[src/rtl/fetch_stage.sv]
// fetch_stage: RV32I instruction fetch stage.
// Holds the PC and the IF/ID pipeline register, drives the instruction-memory
// request/acknowledge handshake, parks a word returned during a stall in a
// skid register, and flushes on EX-stage redirects (including redirects that
// land while a memory access is still outstanding).
// Optional feature: define FETCH_ALIGN_CHECK_EN to trap misaligned redirect
// targets into a sticky FAULT state; otherwise target bits [1:0] are cleared.
module fetch_stage #(
    parameter logic [31:0] RESET_PC  = 32'h0000_0000,
    parameter logic [31:0] NOP_INSTR = 32'h0000_0013
) (
    input  logic        clk,
    input  logic        n_rst,
    input  logic        stall,
    input  logic        redirect,
    input  logic [31:0] redirect_pc,
    output logic        imem_req,
    output logic [31:0] imem_addr,
    input  logic        imem_ack,
    input  logic [31:0] imem_rdata,
    output logic        id_valid,
    output logic [31:0] id_instr,
    output logic [31:0] id_pc,
    output logic        fetch_fault
);

    typedef enum logic [2:0] {
        ST_IDLE,   // one idle cycle after reset before the first request
        ST_REQ,    // request out, waiting for / consuming acks
        ST_DROP,   // redirected while an access is outstanding; its word is discarded
        ST_HOLD,   // word arrived during a stall and sits in the skid register
        ST_FAULT   // misaligned redirect trapped; only reset leaves
    } state_e;

    state_e      state_q, state_d;
    logic [31:0] pc_q, pc_d;
    logic [31:0] addr_q, addr_d;
    logic        req_q, req_d;
    logic [31:0] skid_instr_q, skid_instr_d;
    logic [31:0] skid_pc_q, skid_pc_d;
    logic        id_valid_q, id_valid_d;
    logic [31:0] id_instr_q, id_instr_d;
    logic [31:0] id_pc_q, id_pc_d;

    // Word offered to IF/ID this cycle (from memory or from the skid register).
    logic        load_fetch;
    logic [31:0] fetch_word;
    logic [31:0] fetch_pc;

    // Redirect target is always word aligned; a misaligned request is either
    // trapped (alignment check enabled) or silently truncated.
    logic [31:0] redir_tgt;
    logic        redir_bad;

    assign redir_tgt = redirect_pc & 32'hFFFF_FFFC;

`ifdef FETCH_ALIGN_CHECK_EN
    assign redir_bad   = redirect && (redirect_pc[1:0] != 2'b00);
    assign fetch_fault = (state_q == ST_FAULT);
`else
    assign redir_bad   = 1'b0;
    assign fetch_fault = 1'b0;
`endif

    // Next-state logic for the fetch FSM, PC, request address, skid and IF/ID.
    always_comb begin
        // NOTE: every signal assigned in this block gets a default first so no
        // path leaves it unassigned, which would otherwise infer a latch.
        state_d      = state_q;
        pc_d         = pc_q;
        addr_d       = addr_q;
        req_d        = req_q;
        skid_instr_d = skid_instr_q;
        skid_pc_d    = skid_pc_q;
        id_valid_d   = id_valid_q;
        id_instr_d   = id_instr_q;
        id_pc_d      = id_pc_q;
        load_fetch   = 1'b0;
        fetch_word   = imem_rdata;
        fetch_pc     = addr_q;

        case (state_q)
            ST_IDLE: begin
                // Late acks from an abandoned access are ignored here.
                state_d = ST_REQ;
                req_d   = 1'b1;
                addr_d  = pc_q;
                if (redirect) begin
                    pc_d   = redir_tgt;
                    addr_d = redir_tgt;
                end
            end

            ST_REQ: begin
                if (imem_ack) begin
                    if (redirect) begin
                        // Word belongs to the wrong path: drop it, refetch at target.
                        pc_d   = redir_tgt;
                        addr_d = redir_tgt;
                    end else if (stall) begin
                        // Decode cannot accept: park the word and stop requesting.
                        skid_instr_d = imem_rdata;
                        skid_pc_d    = addr_q;
                        pc_d         = addr_q + 32'd4;
                        req_d        = 1'b0;
                        state_d      = ST_HOLD;
                    end else begin
                        load_fetch = 1'b1;
                        fetch_word = imem_rdata;
                        fetch_pc   = addr_q;
                        pc_d       = addr_q + 32'd4;
                        addr_d     = addr_q + 32'd4;
                    end
                end else if (redirect) begin
                    // Address must stay stable until the ack, so only the PC moves.
                    pc_d    = redir_tgt;
                    state_d = ST_DROP;
                end
            end

            ST_DROP: begin
                if (redirect) begin
                    pc_d = redir_tgt;
                end
                if (imem_ack) begin
                    addr_d  = redirect ? redir_tgt : pc_q;
                    state_d = ST_REQ;
                end
            end

            ST_HOLD: begin
                if (redirect) begin
                    pc_d    = redir_tgt;
                    addr_d  = redir_tgt;
                    req_d   = 1'b1;
                    state_d = ST_REQ;
                end else if (!stall) begin
                    load_fetch = 1'b1;
                    fetch_word = skid_instr_q;
                    fetch_pc   = skid_pc_q;
                    addr_d     = pc_q;
                    req_d      = 1'b1;
                    state_d    = ST_REQ;
                end
            end

            ST_FAULT: begin
                req_d = 1'b0;
            end

            default: begin
                state_d = ST_IDLE;
                req_d   = 1'b0;
            end
        endcase

        // IF/ID: redirect flushes even under stall; stall holds; otherwise
        // load the fetched word or insert a bubble.
        if (redirect) begin
            id_valid_d = 1'b0;
            id_instr_d = NOP_INSTR;
        end else if (!stall) begin
            if (load_fetch) begin
                id_valid_d = 1'b1;
                id_instr_d = fetch_word;
                id_pc_d    = fetch_pc;
            end else begin
                id_valid_d = 1'b0;
                id_instr_d = NOP_INSTR;
            end
        end

        // Misaligned redirect overrides everything: abandon any access.
        if (redir_bad && (state_q != ST_FAULT)) begin
            state_d = ST_FAULT;
            req_d   = 1'b0;
        end
    end

    // State registers with synchronous active-low reset.
    always_ff @(posedge clk) begin
        // NOTE: sequential state uses non-blocking assignments so every register
        // samples pre-edge values regardless of statement order.
        if (!n_rst) begin
            state_q      <= ST_IDLE;
            pc_q         <= RESET_PC;
            addr_q       <= RESET_PC;
            req_q        <= 1'b0;
            skid_instr_q <= NOP_INSTR;
            skid_pc_q    <= 32'h0;
            id_valid_q   <= 1'b0;
            id_instr_q   <= NOP_INSTR;
            id_pc_q      <= 32'h0;
        end else begin
            state_q      <= state_d;
            pc_q         <= pc_d;
            addr_q       <= addr_d;
            req_q        <= req_d;
            skid_instr_q <= skid_instr_d;
            skid_pc_q    <= skid_pc_d;
            id_valid_q   <= id_valid_d;
            id_instr_q   <= id_instr_d;
            id_pc_q      <= id_pc_d;
        end
    end

    assign imem_req  = req_q;
    assign imem_addr = addr_q;
    assign id_valid  = id_valid_q;
    assign id_instr  = id_instr_q;
    assign id_pc     = id_pc_q;

endmodule

[config.mk]
export PLATFORM = sky130hd
export DESIGN_NAME = fetch_stage
export DESIGN_NICKNAME = d
export VERILOG_FILES = /design/src/rtl/fetch_stage.sv
export SDC_FILE = /design/constraint.sdc
export NUM_CORES = 1
export LEC_CHECK = 0
export ABC_AREA = 1
export CAP_MARGIN = 20
export CORE_MARGIN = 5
export CORE_UTILIZATION = 30
export CTS_BUF_LIST = sky130_fd_sc_hd__clkbuf_16
export DETAILED_ROUTE_END_ITERATION = 6
export PLACE_DENSITY = 0.61
export SLEW_MARGIN = 20
export SYNTH_ARGS = -nofsm -noshare
export SYNTH_HDL_FRONTEND = slang
export SYNTH_SLANG_ARGS = --single-unit
[constraint.sdc]
create_clock -name clk -period 2.71 [get_ports clk]
set_clock_uncertainty 0.15 [all_clocks]
set_input_delay 0.271 -clock clk [delete_from_list [all_inputs] [get_ports clk]]
set_output_delay 0.271 -clock clk [all_outputs]
set_load 0.01 [all_outputs]
==> out/summary.txt <==
Synth async-reset ratio -> 0
grt ovf -> 0
Synth Area per Inst -> 6.80 µm²
Main synth FF type -> dfxtp_1
HP Start -> n_rst
syn nets -> 1435
CTS tree -> built
htree depth -> 4
top cells by count, synth -> 385 x nand2_1, 196 x dfxtp_1, 189 x o21ai_0
Distinct cells, synth -> 30
worst path bufs/invs -> 3
Worst Hold Class -> primary input to register
Reg area -> 3920 µm²
IO buf count -> 164
Setup violations, final -> 0
Tmin final -> 2120 ps
Clock Latency Late Sink -> 440 ps
CTS clk-pin slew, worst paths -> 90 ps
worst hold path depth -> 2
share of synthesized area occupied by flip-flops and latches -> 0.424
R2R cell count -> 8
# resized after CTS -> 0
top cell type's share of synthesized area -> 0.424
drt first pass iters -> 7
TNS Setup -> 0 ps
die width -> 186 µm
DRT antenna net count -> 0
DRT Wirelength -> 29900 µm
CP required -> 2920 ps
CTS Buffer Depth -> 2
die area -> 34500 µm²
Num CTS Buffers -> 17
Crit path max-delay family -> buffers and inverters
# IOs -> 168
Slew @ Worst Pin -> 548 ps
Yosys warnings -> 0
vias per cell -> 4.94
Area Overhead vs Synth -> 27.8%
top cells by area, synth -> dfxtp_1 42%, nand2_1 16%, o21ai_0 10%
first-pass GRT wire length -> 47500 µm
Wirelength per Cell -> 15.9 µm
Crit Path Max Fanout -> 49
Critical Path AT -> 2340 ps
Final Cycle Share -> 0.784
initial core utilization -> 0.304
clk root buf -> clkbuf_16
dominant cell type by area after synthesis -> dfxtp_1
Tot GR Track Use -> 0.171
Final Hold Violating Endpoints -> 0
largest net degree at the start of global routing -> 128
GPL Wtd Cong -> 0.872
antenna violations before repair -> 0
pwr dens -> 710 nW/µm²
number of fill cells -> 3187
CP Depth -> 8
delay of the slowest critical-path stage -> 440 ps
outcome -> finished clean
vias in the first global route -> 8664
share of layout cells above drive strength 1 -> 0.0557
Slew headroom -> 0.634
DR vias -> 9309
DRC viols -> 0
Syn Inst Count -> 1361
most frequent cell after synthesis -> nand2_1
row cnt -> 64
Final nets -> 1550
critical-path cell list -> ha_2 -> inv_2 -> nand2_1 -> nand2_1 -> inv_2 -> buf_4 -> o21ai_0 -> a31oi_1
die height -> 186 µm
max-slew violations -> 0
CTS sink count -> 196
core outline area -> 30500 µm²
DR iter-0 viols -> 762
EDFF count, synth -> 0
area occupied by multi-input gates -> 4490 µm²
diode count -> 0
hold_ws -> 76.5 ps
Post-CTS Hold Buffers -> 0
Max Freq -> 471 MHz
Max-Cap Viols -> 0
#FFs+latches synth -> 196
hpwl dp -> 20200 µm
postcts setup bufs -> 0
P_leak -> 4.73 nW
RSZ-0062 raised after global routing -> no
CP startpoint kind -> register
critical path endpoint category -> register
Post-Syn Area -> 9260 µm²
Slowest cell on crit path -> buf_4
peak supply drop -> 0.531 mV
FF-to-FF Start -> state_q[0]
Crit. Startpoint -> state_q[0]
Setup CP Type -> register to register
-- through the flow --
step	setup slack, ps	total power, mW	utilization	cell area (µm²)	std cells
after floorplan	945	4.76	-	9260	1361
after global placement	493	5.84	0.368	11200	1853
after detailed placement	458	5.87	0.368	11200	1853
after CTS	559	8.47	0.388	11800	1885
after global routing	378	8.88	0.388	11800	1885
final	585	8.40	0.388	11800	1885
-- power by group --
group	switching (mW)	internal, mW	total [mW]
combinational	1.33	0.912	2.24
sequential	0.388	3.18	3.56
clock	1.34	1.25	2.59
total	3.06	5.34	8.40
-- final cells by class --
type | instances | share of cell area
clock buffers | 17 | 0.0359
clock inverters | 15 | 0.0153
inverters | 114 | 0.0362
multi-input cells | 958 | 0.380
flip-flops and latches | 196 | 0.331
well taps | 396 | 0.0419
repair buffers | 189 | 0.160
-- metal layers --
| metal | wire length, µm | global-route usage |
|---|---|---|
| met1 | 14200 | 0.243 |
| met2 | 13500 | 0.264 |
| met3 | 1800 | 0.0408 |
| met4 | 398 | 0.0399 |
| met5 | 0 | 0 |
-- path summary, 6_finish.rpt --
path	to	slack, ps
setup reg to reg	id_pc[9]	590
hold reg to reg	id_instr[31]	310
hold / removal	skid_instr_q[4]	80
setup / recovery	id_pc[9]	590
-- logic make-up after synthesis --
kind of cell	count (synthesis)	share of synthesized area
AOI/OAI and AO/OA	407	0.235
adders and majority gates	5	0.00675
buffers and inverters	207	0.0915
DFF	196	0.424
other	1	0.000405
and+or+nand+nor	545	0.243
-- state kept, by name, indices dropped and copies added (netlist names) --
signal / flops
id_instr: 32
skid_pc_q: 32
skid_instr_q: 32
imem_req: 1
id_pc: 32
state_q: 2
imem_addr: 32
id_valid: 1
pc_q: 32
-- cell usage in the layout (no fill, tap or decap), types with 4 or more instances in the layout --
master           count
nand2_1            385
dfxtp_1            196
o21ai_0            189
clkdlybuf4s50_1    163
a21oi_1            143
inv_1              109
nand3_1             73
nor2_1              64
a31oi_1             35
buf_4               21
clkbuf_16           17
o21bai_1            14
a21boi_0            14
nor2_4               9
o211ai_1             6
clkinv_8             6
inv_2                5
nor2_2               5
inv_6                5
buf_12               5
o22ai_1              4
ha_1                 4
(Power assumes the default switching activity.)
